===== config.mk =====
export PLATFORM = sky130hd
export DESIGN_NAME = led_sched
export DESIGN_NICKNAME = d
export VERILOG_FILES = /design/src/rtl/led_sched_pkg.sv /design/src/rtl/led_sched_tick.sv /design/src/rtl/led_sched.sv
export SDC_FILE = /design/constraint.sdc
export NUM_CORES = 1
export LEC_CHECK = 0
export CORE_MARGIN = 2
export CORE_UTILIZATION = 45
export DETAILED_ROUTE_END_ITERATION = 10
export SLEW_MARGIN = 20
export SYNTH_ARGS = -nofsm -noshare
export SYNTH_HDL_FRONTEND = slang
export SYNTH_HIERARCHICAL = 1
export SYNTH_SLANG_ARGS = --single-unit

===== constraint.sdc =====
create_clock -name clk -period 3.3 [get_ports clk]
set_input_delay 0.825 -clock clk [delete_from_list [all_inputs] [get_ports clk]]
set_output_delay 0.825 -clock clk [all_outputs]
set_load 0.03 [all_outputs]

===== src/rtl/led_sched_pkg.sv =====
// Shared types and helpers for the LED time-slice scheduler.
package led_sched_pkg;

  typedef enum logic [1:0] {
    IDLE  = 2'd0,
    SERVE = 2'd1,
    GAP   = 2'd2
  } state_e;

  localparam logic [1:0] RATE_SOLID = 2'd0;
  localparam logic [1:0] RATE_FAST  = 2'd1;
  localparam logic [1:0] RATE_MED   = 2'd2;
  localparam logic [1:0] RATE_SLOW  = 2'd3;

  // Each slower code samples the next higher bit of the tick phase.
  function automatic logic blink_level(input logic [2:0] phase, input logic [1:0] code);
    logic lvl;
    case (code)
      RATE_SOLID: lvl = 1'b1;
      RATE_FAST:  lvl = phase[0];
      RATE_MED:   lvl = phase[1];
      RATE_SLOW:  lvl = phase[2];
      default:    lvl = 1'b1;
    endcase
    return lvl;
  endfunction

endpackage


===== src/rtl/led_sched_tick.sv =====
// Free-running prescaler producing a one-cycle tick every DIV clocks.
module tick_gen #(
  parameter int DIV = 50000000
) (
  input  logic clk,
  input  logic rst,
  output logic tick
);

  localparam int            CW   = (DIV > 1) ? $clog2(DIV) : 1;
  localparam logic [CW-1:0] LAST = CW'(DIV - 1);

  logic [CW-1:0] cnt_q;
  logic [CW-1:0] cnt_d;

  // Wrap at DIV-1 back to zero.
  always_comb begin
    if (cnt_q == LAST) begin
      cnt_d = '0;
    end else begin
      cnt_d = cnt_q + CW'(1);
    end
  end

  // Counter register with synchronous active-low reset.
  always_ff @(posedge clk) begin
    if (!rst) begin
      cnt_q <= '0;
    end else begin
      cnt_q <= cnt_d;
    end
  end

  assign tick = (cnt_q == LAST);

endmodule


===== src/rtl/led_sched.sv =====
// Round-robin LED time-slice scheduler: IDLE -> SERVE (slice) -> GAP (dark) -> arbitrate.
// Optional LED_SCHED_PRIO_EN: requester 0 pre-empts any other owner and wins the next arbitration.
module led_sched
  import led_sched_pkg::*;
#(
  parameter int N_REQ       = 4,
  parameter int DIV         = 50000000,
  parameter int SLICE_TICKS = 8,
  parameter int GAP_TICKS   = 2
) (
  input  logic               clk,
  input  logic               rst,
  input  logic [N_REQ-1:0]   req,
  input  logic [2*N_REQ-1:0] rate,
  output logic [N_REQ-1:0]   grant,
  output logic               led,
  output logic               busy
);

  localparam int OW    = (N_REQ > 1) ? $clog2(N_REQ) : 1;
  localparam int MAX_T = (SLICE_TICKS > GAP_TICKS) ? SLICE_TICKS : GAP_TICKS;
  localparam int CW    = (MAX_T > 1) ? $clog2(MAX_T + 1) : 1;

  localparam logic [CW-1:0] SLICE_LOAD = CW'(SLICE_TICKS);
  localparam logic [CW-1:0] GAP_LOAD   = CW'(GAP_TICKS);
  localparam logic [CW-1:0] ONE        = CW'(1);
  localparam logic [OW-1:0] LAST_INIT  = OW'(N_REQ - 1);

  state_e             state_q, state_d;
  logic [OW-1:0]      owner_q, owner_d;
  logic [CW-1:0]      slice_q, slice_d;
  logic [2:0]         phase_q, phase_d;
  logic [N_REQ-1:0]   grant_q, grant_d;
  logic               led_q, led_d;
  logic               busy_q;
  logic               tick_s;
  logic               preempt_s;
  logic               owner_req_s;
  logic [OW-1:0]      pick_s;
  logic [2*N_REQ-1:0] rate_sh_s;
  logic [1:0]         code_s;

  function automatic logic [OW-1:0] rr_pick(input logic [N_REQ-1:0] r, input logic [OW-1:0] last);
    logic [OW-1:0] pick;
    logic          found;
    int            idx;
    pick  = last;
    found = 1'b0;
    for (int k = 1; k <= N_REQ; k++) begin
      idx = (int'(last) + k) % N_REQ;
      if (!found && r[OW'(idx)]) begin
        pick  = OW'(idx);
        found = 1'b1;
      end
    end
`ifdef LED_SCHED_PRIO_EN
    if (r[0]) begin
      pick = '0;
    end
`endif
    return pick;
  endfunction

  tick_gen #(.DIV(DIV)) u_tick (
    .clk  (clk),
    .rst  (rst),
    .tick (tick_s)
  );

`ifdef LED_SCHED_PRIO_EN
  assign preempt_s = req[0] && (owner_q != '0);
`else
  assign preempt_s = 1'b0;
`endif

  assign owner_req_s = req[owner_q];
  assign pick_s      = rr_pick(req, owner_q);

  // State machine; slice_q doubles as the gap tick counter while in GAP.
  always_comb begin
    state_d = state_q;
    owner_d = owner_q;
    slice_d = slice_q;
    phase_d = phase_q;
    case (state_q)
      IDLE: begin
        if (|req) begin
          state_d = SERVE;
          owner_d = pick_s;
          slice_d = SLICE_LOAD;
          phase_d = '0;
        end else begin
          state_d = IDLE;
        end
      end
      SERVE: begin
        if (!owner_req_s || preempt_s) begin
          state_d = GAP;
          slice_d = GAP_LOAD;
          phase_d = '0;
        end else if (tick_s) begin
          if (slice_q <= ONE) begin
            state_d = GAP;
            slice_d = GAP_LOAD;
            phase_d = '0;
          end else begin
            slice_d = slice_q - ONE;
            phase_d = phase_q + 3'd1;
          end
        end else begin
          state_d = SERVE;
        end
      end
      GAP: begin
        if ((GAP_TICKS == 0) || (tick_s && (slice_q <= ONE))) begin
          if (|req) begin
            state_d = SERVE;
            owner_d = pick_s;
            slice_d = SLICE_LOAD;
            phase_d = '0;
          end else begin
            state_d = IDLE;
            slice_d = '0;
          end
        end else if (tick_s) begin
          slice_d = slice_q - ONE;
        end else begin
          state_d = GAP;
        end
      end
      default: begin
        state_d = IDLE;
        slice_d = '0;
        phase_d = '0;
      end
    endcase
  end

  // Output values for the state being entered, so grant/led are registered.
  always_comb begin
    grant_d   = '0;
    led_d     = 1'b0;
    rate_sh_s = rate >> {owner_d, 1'b0};
    code_s    = rate_sh_s[1:0];
    if (state_d == SERVE) begin
      grant_d[owner_d] = 1'b1;
      led_d            = blink_level(phase_d, code_s);
    end else begin
      grant_d = '0;
      led_d   = 1'b0;
    end
  end

  // State and output registers with synchronous active-low reset.
  always_ff @(posedge clk) begin
    if (!rst) begin
      state_q <= IDLE;
      owner_q <= LAST_INIT;
      slice_q <= '0;
      phase_q <= '0;
      grant_q <= '0;
      led_q   <= 1'b0;
      busy_q  <= 1'b0;
    end else begin
      state_q <= state_d;
      owner_q <= owner_d;
      slice_q <= slice_d;
      phase_q <= phase_d;
      grant_q <= grant_d;
      led_q   <= led_d;
      busy_q  <= (state_d != IDLE);
    end
  end

  assign grant = grant_q;
  assign led   = led_q;
  assign busy  = busy_q;

endmodule

==> flow_summary_export.csv, run 1 <==
group,metric,value,unit
sta,finalSetupViolCount,0,
critical_path,cp_max_fo,9,
synth,yosysSeqAreaShare,36.2,%
cells_and_area,antennaDiodeCount,0,
grt,grt_use_total,18.2,%
sta,fin_crit_sh,89.7,%
placed_design,place_ws,0.0369,ns
floorplanning,die_y,76.7,µm
sta,clock_skew,0.00561,ns
floorplanning,core,0.00511,mm²
clock_tree,cts_hold_buf,0,
clock_tree,cts_htree_levels,2,
clock_tree,cts.reportedPaths.clkPinSlew,0.08,ns
detailed_routing,wl_per_cell,13.5,µm
synth,synthesis.area_per_instance,8.46,µm²
floorplanning,ios,20,
critical_path,path_common_cell,"a211oi_2",
sta,timing.final.ws_setup,0.341,ns
critical_path,critical_path.top_delay_family,"compound AO/OA/AOI/OAI gates",
cells_and_area,drive_above_1_share,12.8,%
grt,grt_pass1_wl,8.71,mm
cells_and_area,utilization,54.1,%
sta,tightestPinTransition,0.783,ns
placed_design,io_buffers,19,
status,status,"finished clean",
clock_tree,cts_tree,"yes",
critical_path,critPathBufInv,1,
synth,netlist_area,0.00238,mm²
pwr,total_power,1.42,mW
synth,ys_warn_count,6,
cells_and_area,layout_common_cells,"dfxtp_1, nor2_1, nand2_1",
critical_path,slowest_delay,0.60,ns
critical_path,critical-path-slowest-cell,"clkdlybuf4s50_1",
detailed_routing,drt_first_iter_violations,126,
critical_path,crit_chain,"clkdlybuf4s50_1, and3b_1, or3_1, o22ai_2, a211oi_2, o21a_1, a221oi_2, mux2_4, a211oi_2",
floorplanning,initial_utilization,46.5,%
detailed_routing,wl,5.07,mm
cells_and_area,seq_area,861,µm²
detailed_routing,ant_nets,0,
flow_run,maxCapViolCount,0,
detailed_routing,vias_per_cell,5.49,
floorplanning,rows,26,
sta,finalSetupTns,0,ns
critical_path,start_kind,"input port",
pwr,p_leak,0.950,nW
synth,synth_edf_count,0,
placed_design,dpl.hpwl,3.74,mm
synth,synth_cell_types,65,
grt,grt_max_degree,14,
cells_and_area,layout_commonest_cell,"dfxtp_1",
detailed_routing,drc,0,
critical_path,crit_required,3.52,ns
clock_tree,cts_setup_buffers,0,
clock_tree,cts_resized,0,
cells_and_area,multi_input_area,0.00142,mm²
critical_path,end_kind,"register",
cells_and_area,fill_cells,502,
detailed_routing,firstDrtPassIters,4,
sta,rsz0062_at_grt,"false",
critical_path,critPathKind,"input port to register",
synth,syn_inst,281,
grt,overflow,0,
sta,whs,0.493,ns
floorplanning,dieArea,0.00588,mm²
synth,synth_ff_type,"dfxtp_1",
detailed_routing,vias,2058,
synth,synth_seq_cells,43,
clock_tree,clk_root_buffer_cell,"clkbuf_8",
synth,async_reset_ff_share,0,%
synth,synth_top_area_share,36.2,%
sta,min_period,2.96,ns
sta,maxSlewHeadroom,47.4,%
synth,yosysTopAreaCell,"dfxtp_1",
cells_and_area,area_growth,16.2,%
pwr,powerDensity,515,mW/mm²
clock_tree,cts_buffers,5,
placed_design,place_congestion,0.786,
clock_tree,cts.sinks,43,
sta,drv_slew,0,
critical_path,cp_data_arrival_time,3.18,ns
clock_tree,cts_buffer_depth,2,
synth,synth_fp_nets,299,
pwr,max-vdd-ir-drop,0.292,mV
grt,first_global_vias,1833,
cells_and_area,nets,322,
synth,synthTopCellsByArea,"dfxtp_1, nor2_1, a21oi_1",
clock_tree,clock_latency,0.29,ns
sta,timing.fmax,338,MHz
floorplanning,die_w,76.7,µm
sta,final_hold_viol_count,0,
grt,grt_antenna_before_repair,0,
min_path,hp-class,"register to register",
## cells by family (layout without fill, tap and decap cells)
| family | after synthesis | count (layout) | share of synthesized area (%) |
|---|---|---|---|
| and+or+nand+nor | 128 | 128 | 30.2 |
| AOI/OAI and AO/OA | 67 | 67 | 19.6 |
| DFF | 43 | 43 | 36.2 |
| buffers and inverters | 21 | 45 | 4.26 |
| xor gates and xnor gates | 14 | 14 | 5.16 |
| adders and majority gates | 4 | 4 | 2.11 |
| muxes | 4 | 4 | 2.42 |
## layer usage
metal / part of all wire (%) / vias up / global-route usage [%]
met5: 0 / - / 0
met4: 1.1 / 0 / 6.36
met3: 3.3 / 4 / 4.71
met2: 43 / 25 / 25.8
met1: 53 / 954 / 26.4
li1: - / 1075 / -
## Yosys cell counts (3+ instances only)
| library cell | instances |
|---|---|
| ha_1 | 4 |
| nand3_1 | 13 |
| and3_1 | 4 |
| clkbuf_1 | 3 |
| dfxtp_1 | 43 |
| xnor2_1 | 10 |
| a31oi_1 | 3 |
| o21ai_1 | 3 |
| nor2b_1 | 3 |
| or3_2 | 3 |
| o21ai_0 | 12 |
| and2_1 | 4 |
| nand2_1 | 22 |
| nor2_1 | 28 |
| or4_1 | 6 |
| nand4_1 | 6 |
| nor3_1 | 6 |
| a21oi_1 | 18 |
| inv_1 | 12 |
| buf_2 | 3 |
| o31ai_1 | 5 |
| nor4_1 | 5 |
| xor2_1 | 4 |
| or3_1 | 6 |
## through the flow
step | instance area, µm² | instances
floorplan | 2380 | 281
global placement | 2640 | 367
detailed placement | 2640 | 367
CTS | 2760 | 375
global route | 2760 | 375
finish | 2760 | 375
## registers in the layout, indices dropped and copies added (netlist names)
register,count
busy,1
led,1
state_q,2
owner_q,2
u_tick/cnt_q,26
phase_q,3
slice_q,4
grant,4
## where the power goes
group          internal, mW  switching (mW)  total, mW
Combinational         0.182           0.219      0.401
Sequential            0.556          0.0392      0.595
Clock                 0.245           0.181      0.426
## layout make-up
class	instances	share of cell area (%)
inverter	12	1.63
tap	70	3.17
timing repair buffer	25	8.52
clock inverter	2	1.27
clock buffer	6	2.99
sequential	43	31.2
multi-input combinational	217	51.2
## final timing paths
kind                               from                          to  slack (ns)  cells after the start
max reg2reg  u_tick/cnt_q[0]$_SDFF_PP0_              led$_SDFF_PN0_        0.35                     12
max                              req[3]              led$_SDFF_PN0_        0.34                      9
min reg2reg  u_tick/cnt_q[0]$_SDFF_PP0_  u_tick/cnt_q[0]$_SDFF_PP0_        0.49                      1
min          u_tick/cnt_q[0]$_SDFF_PP0_  u_tick/cnt_q[0]$_SDFF_PP0_        0.49                      1
Note: power is estimated with default switching activity, not from simulation.
==> run 2: changes to the inputs <==
--- a/config.mk
+++ b/config.mk
@@ -8,6 +8,7 @@
 export CORE_MARGIN = 2
 export CORE_UTILIZATION = 45
 export DETAILED_ROUTE_END_ITERATION = 10
+export PLACE_DENSITY = 0.71
 export SLEW_MARGIN = 20
 export SYNTH_ARGS = -nofsm -noshare
 export SYNTH_HDL_FRONTEND = slang
==> run 2 against run 1 <==
Critical path type is now register to register; clock skew fell by 0.0018 ns; highest routed layer unchanged; critical endpoint unchanged; total power fell by 4.3%; via count rose by 0.58%; core utilization fell by 0.34 points.
==> flow_summary_export.csv, run 2 (synthesis results as in run 1) <==
group,metric,value,unit
status,status,"finished clean",
min_path,hold-path-endpoint,"u_tick/cnt_q[25]$_SDFF_PP0_",
detailed_routing,firstDrtPassIters,4,
floorplanning,rows,26,
clock_tree,cts_tree,"yes",
detailed_routing,drc,0,
clock_tree,cts_resized,0,
clock_tree,cts_setup_buffers,0,
placed_design,place_ws,0.0394,ns
detailed_routing,vias,2070,
clock_tree,clk_root_buffer_cell,"clkbuf_8",
grt,grt_antenna_before_repair,0,
critical_path,end_kind,"register",
sta,tightestPinTransition,0.377,ns
cells_and_area,antennaDiodeCount,0,
sta,finalSetupTns,0,ns
grt,overflow,0,
sta,timing.fmax,332,MHz
detailed_routing,drt_first_iter_violations,134,
floorplanning,initial_utilization,46.5,%
clock_tree,cts_buffers,5,
min_path,hp-start,"u_tick/cnt_q[25]$_SDFF_PP0_",
clock_tree,cts_buffer_depth,2,
grt,grt_pass1_wl,8.58,mm
pwr,max-vdd-ir-drop,0.284,mV
detailed_routing,ant_nets,0,
detailed_routing,wl,4.97,mm
min_path,min_path_cells,2,
placed_design,io_buffers,19,
floorplanning,dieArea,0.00588,mm²
clock_tree,cts_hold_buf,0,
floorplanning,die_y,76.7,µm
sta,maxSlewHeadroom,74.8,%
floorplanning,ios,20,
sta,final_hold_viol_count,0,
cells_and_area,layout_commonest_cell,"dfxtp_1",
floorplanning,core,0.00511,mm²
sta,min_period,3.01,ns
critical_path,reg2regPathDepth,12,
critical_path,start_kind,"register",
cells_and_area,layout_common_cells,"dfxtp_1, nor2_1, nand2_1",
detailed_routing,wl_per_cell,13.2,µm
sta,clock_skew,0.00386,ns
sta,timing.final.ws_setup,0.286,ns
grt,grt_use_total,17.8,%
critical_path,r2r_slack,0.29,ns
clock_tree,cts_htree_levels,2,
sta,fin_crit_sh,91.3,%
critical_path,critPathKind,"register to register",
clock_tree,clock_latency,0.29,ns
critical_path,cp_max_fo,4,
floorplanning,die_w,76.7,µm
pwr,powerDensity,496,mW/mm²
cells_and_area,fill_cells,494,
min_path,hp-class,"register to register",
clock_tree,cts.sinks,43,
sta,drv_slew,0,
grt,grt_max_degree,25,
critical_path,timing.rr.start,"u_tick/cnt_q[0]$_SDFF_PP0_",
sta,rsz0062_at_grt,"false",
critical_path,cp_data_arrival_time,3.24,ns
cells_and_area,area_growth,15.4,%
cells_and_area,largest_reg_flops,26,
grt,first_global_vias,1870,
clock_tree,cts.reportedPaths.clkPinSlew,0.08,ns
cells_and_area,drive_above_1_share,12.5,%
placed_design,dpl.hpwl,3.69,mm
cells_and_area,nets,322,
critical_path,rr_endpoint,"led$_SDFF_PN0_",
placed_design,place_congestion,0.839,
flow_run,maxCapViolCount,0,
critical_path,crit_required,3.52,ns
pwr,p_leak,0.940,nW
cells_and_area,largest-register,"u_tick/cnt_q",
sta,finalSetupViolCount,0,
detailed_routing,vias_per_cell,5.52,
[run 2: cell count changes in the layout (fill, tap and decap cells not counted)]
cell	before	now
bufinv_16	1	0
clkbuf_1	0	1
clkbuf_8	6	7
clkinv_2	1	0
[run 2: metrics by stage]
| stage | cells | power [mW] | hold WS, ns | util (%) | area (µm²) |
|---|---|---|---|---|---|
| final | 375 | 1.36 | 0.491 | 53.7 | 2740 |
| after global routing | 375 | 1.44 | 0.524 | 53.7 | 2740 |
| after CTS | 375 | 1.37 | 0.496 | 53.7 | 2740 |
| after detailed placement | 367 | 1.01 | 0.482 | 51.8 | 2640 |
| after global placement | 367 | 1.00 | 0.475 | 51.8 | 2640 |
| after floorplan | 281 | 0.897 | 0.447 | - | 2380 |
[run 2: how the worst max path moves through the flow]
stage | start | to | slack (ns)
2_1_floorplan | u_tick/cnt_q[0]$_SDFF_PP0_ | led$_SDFF_PN0_ | 0.34
6_report | u_tick/cnt_q[0]$_SDFF_PP0_ | led$_SDFF_PN0_ | 0.29
4_1_cts | u_tick/cnt_q[0]$_SDFF_PP0_ | led$_SDFF_PN0_ | 0.31
3_5_place_dp | req[3] | led$_SDFF_PN0_ | 0.04
5_1_grt | u_tick/cnt_q[0]$_SDFF_PP0_ | led$_SDFF_PN0_ | 0.10
3_3_place_gp | req[3] | led$_SDFF_PN0_ | 0.09
[run 2: layout make-up]
type	count	area (µm²)	area share, %
sequential	43	861	31.4
timing repair buffer	25	235	8.57
inverter	12	45.0	1.64
multi-input combinational	217	1420	51.6
tap	70	87.6	3.19
clock buffer	8	100	3.65
[run 2: power by group]
group	leakage (nW)	total (mW)	internal (mW)	switching, mW
Combinational	0.539	0.403	0.181	0.221
Clock	0.0515	0.364	0.191	0.173
Sequential	0.350	0.595	0.556	0.0389
Total	0.940	1.36	0.928	0.433
[run 2: critical path, stage by stage (launching register included)]
cell,delay [ns]
dfxtp_1,0.42
ha_1,0.23
and3_2,0.25
nand4_1,0.14
nor2_1,0.17
nor2b_2,0.24
a311oi_1,0.13
a31o_2,0.28
o211a_2,0.14
o21a_1,0.18
a221oi_2,0.24
mux2_4,0.33
a211oi_2,0.20
[run 2: layer usage]
metal,vias to the layer above,routed length [µm],GRT usage [%]
li1,1074,-,-
met1,958,2330,22.6
met2,34,2440,29.6
met3,4,154,3.29
met4,0,50,7.45
met5,-,0,0
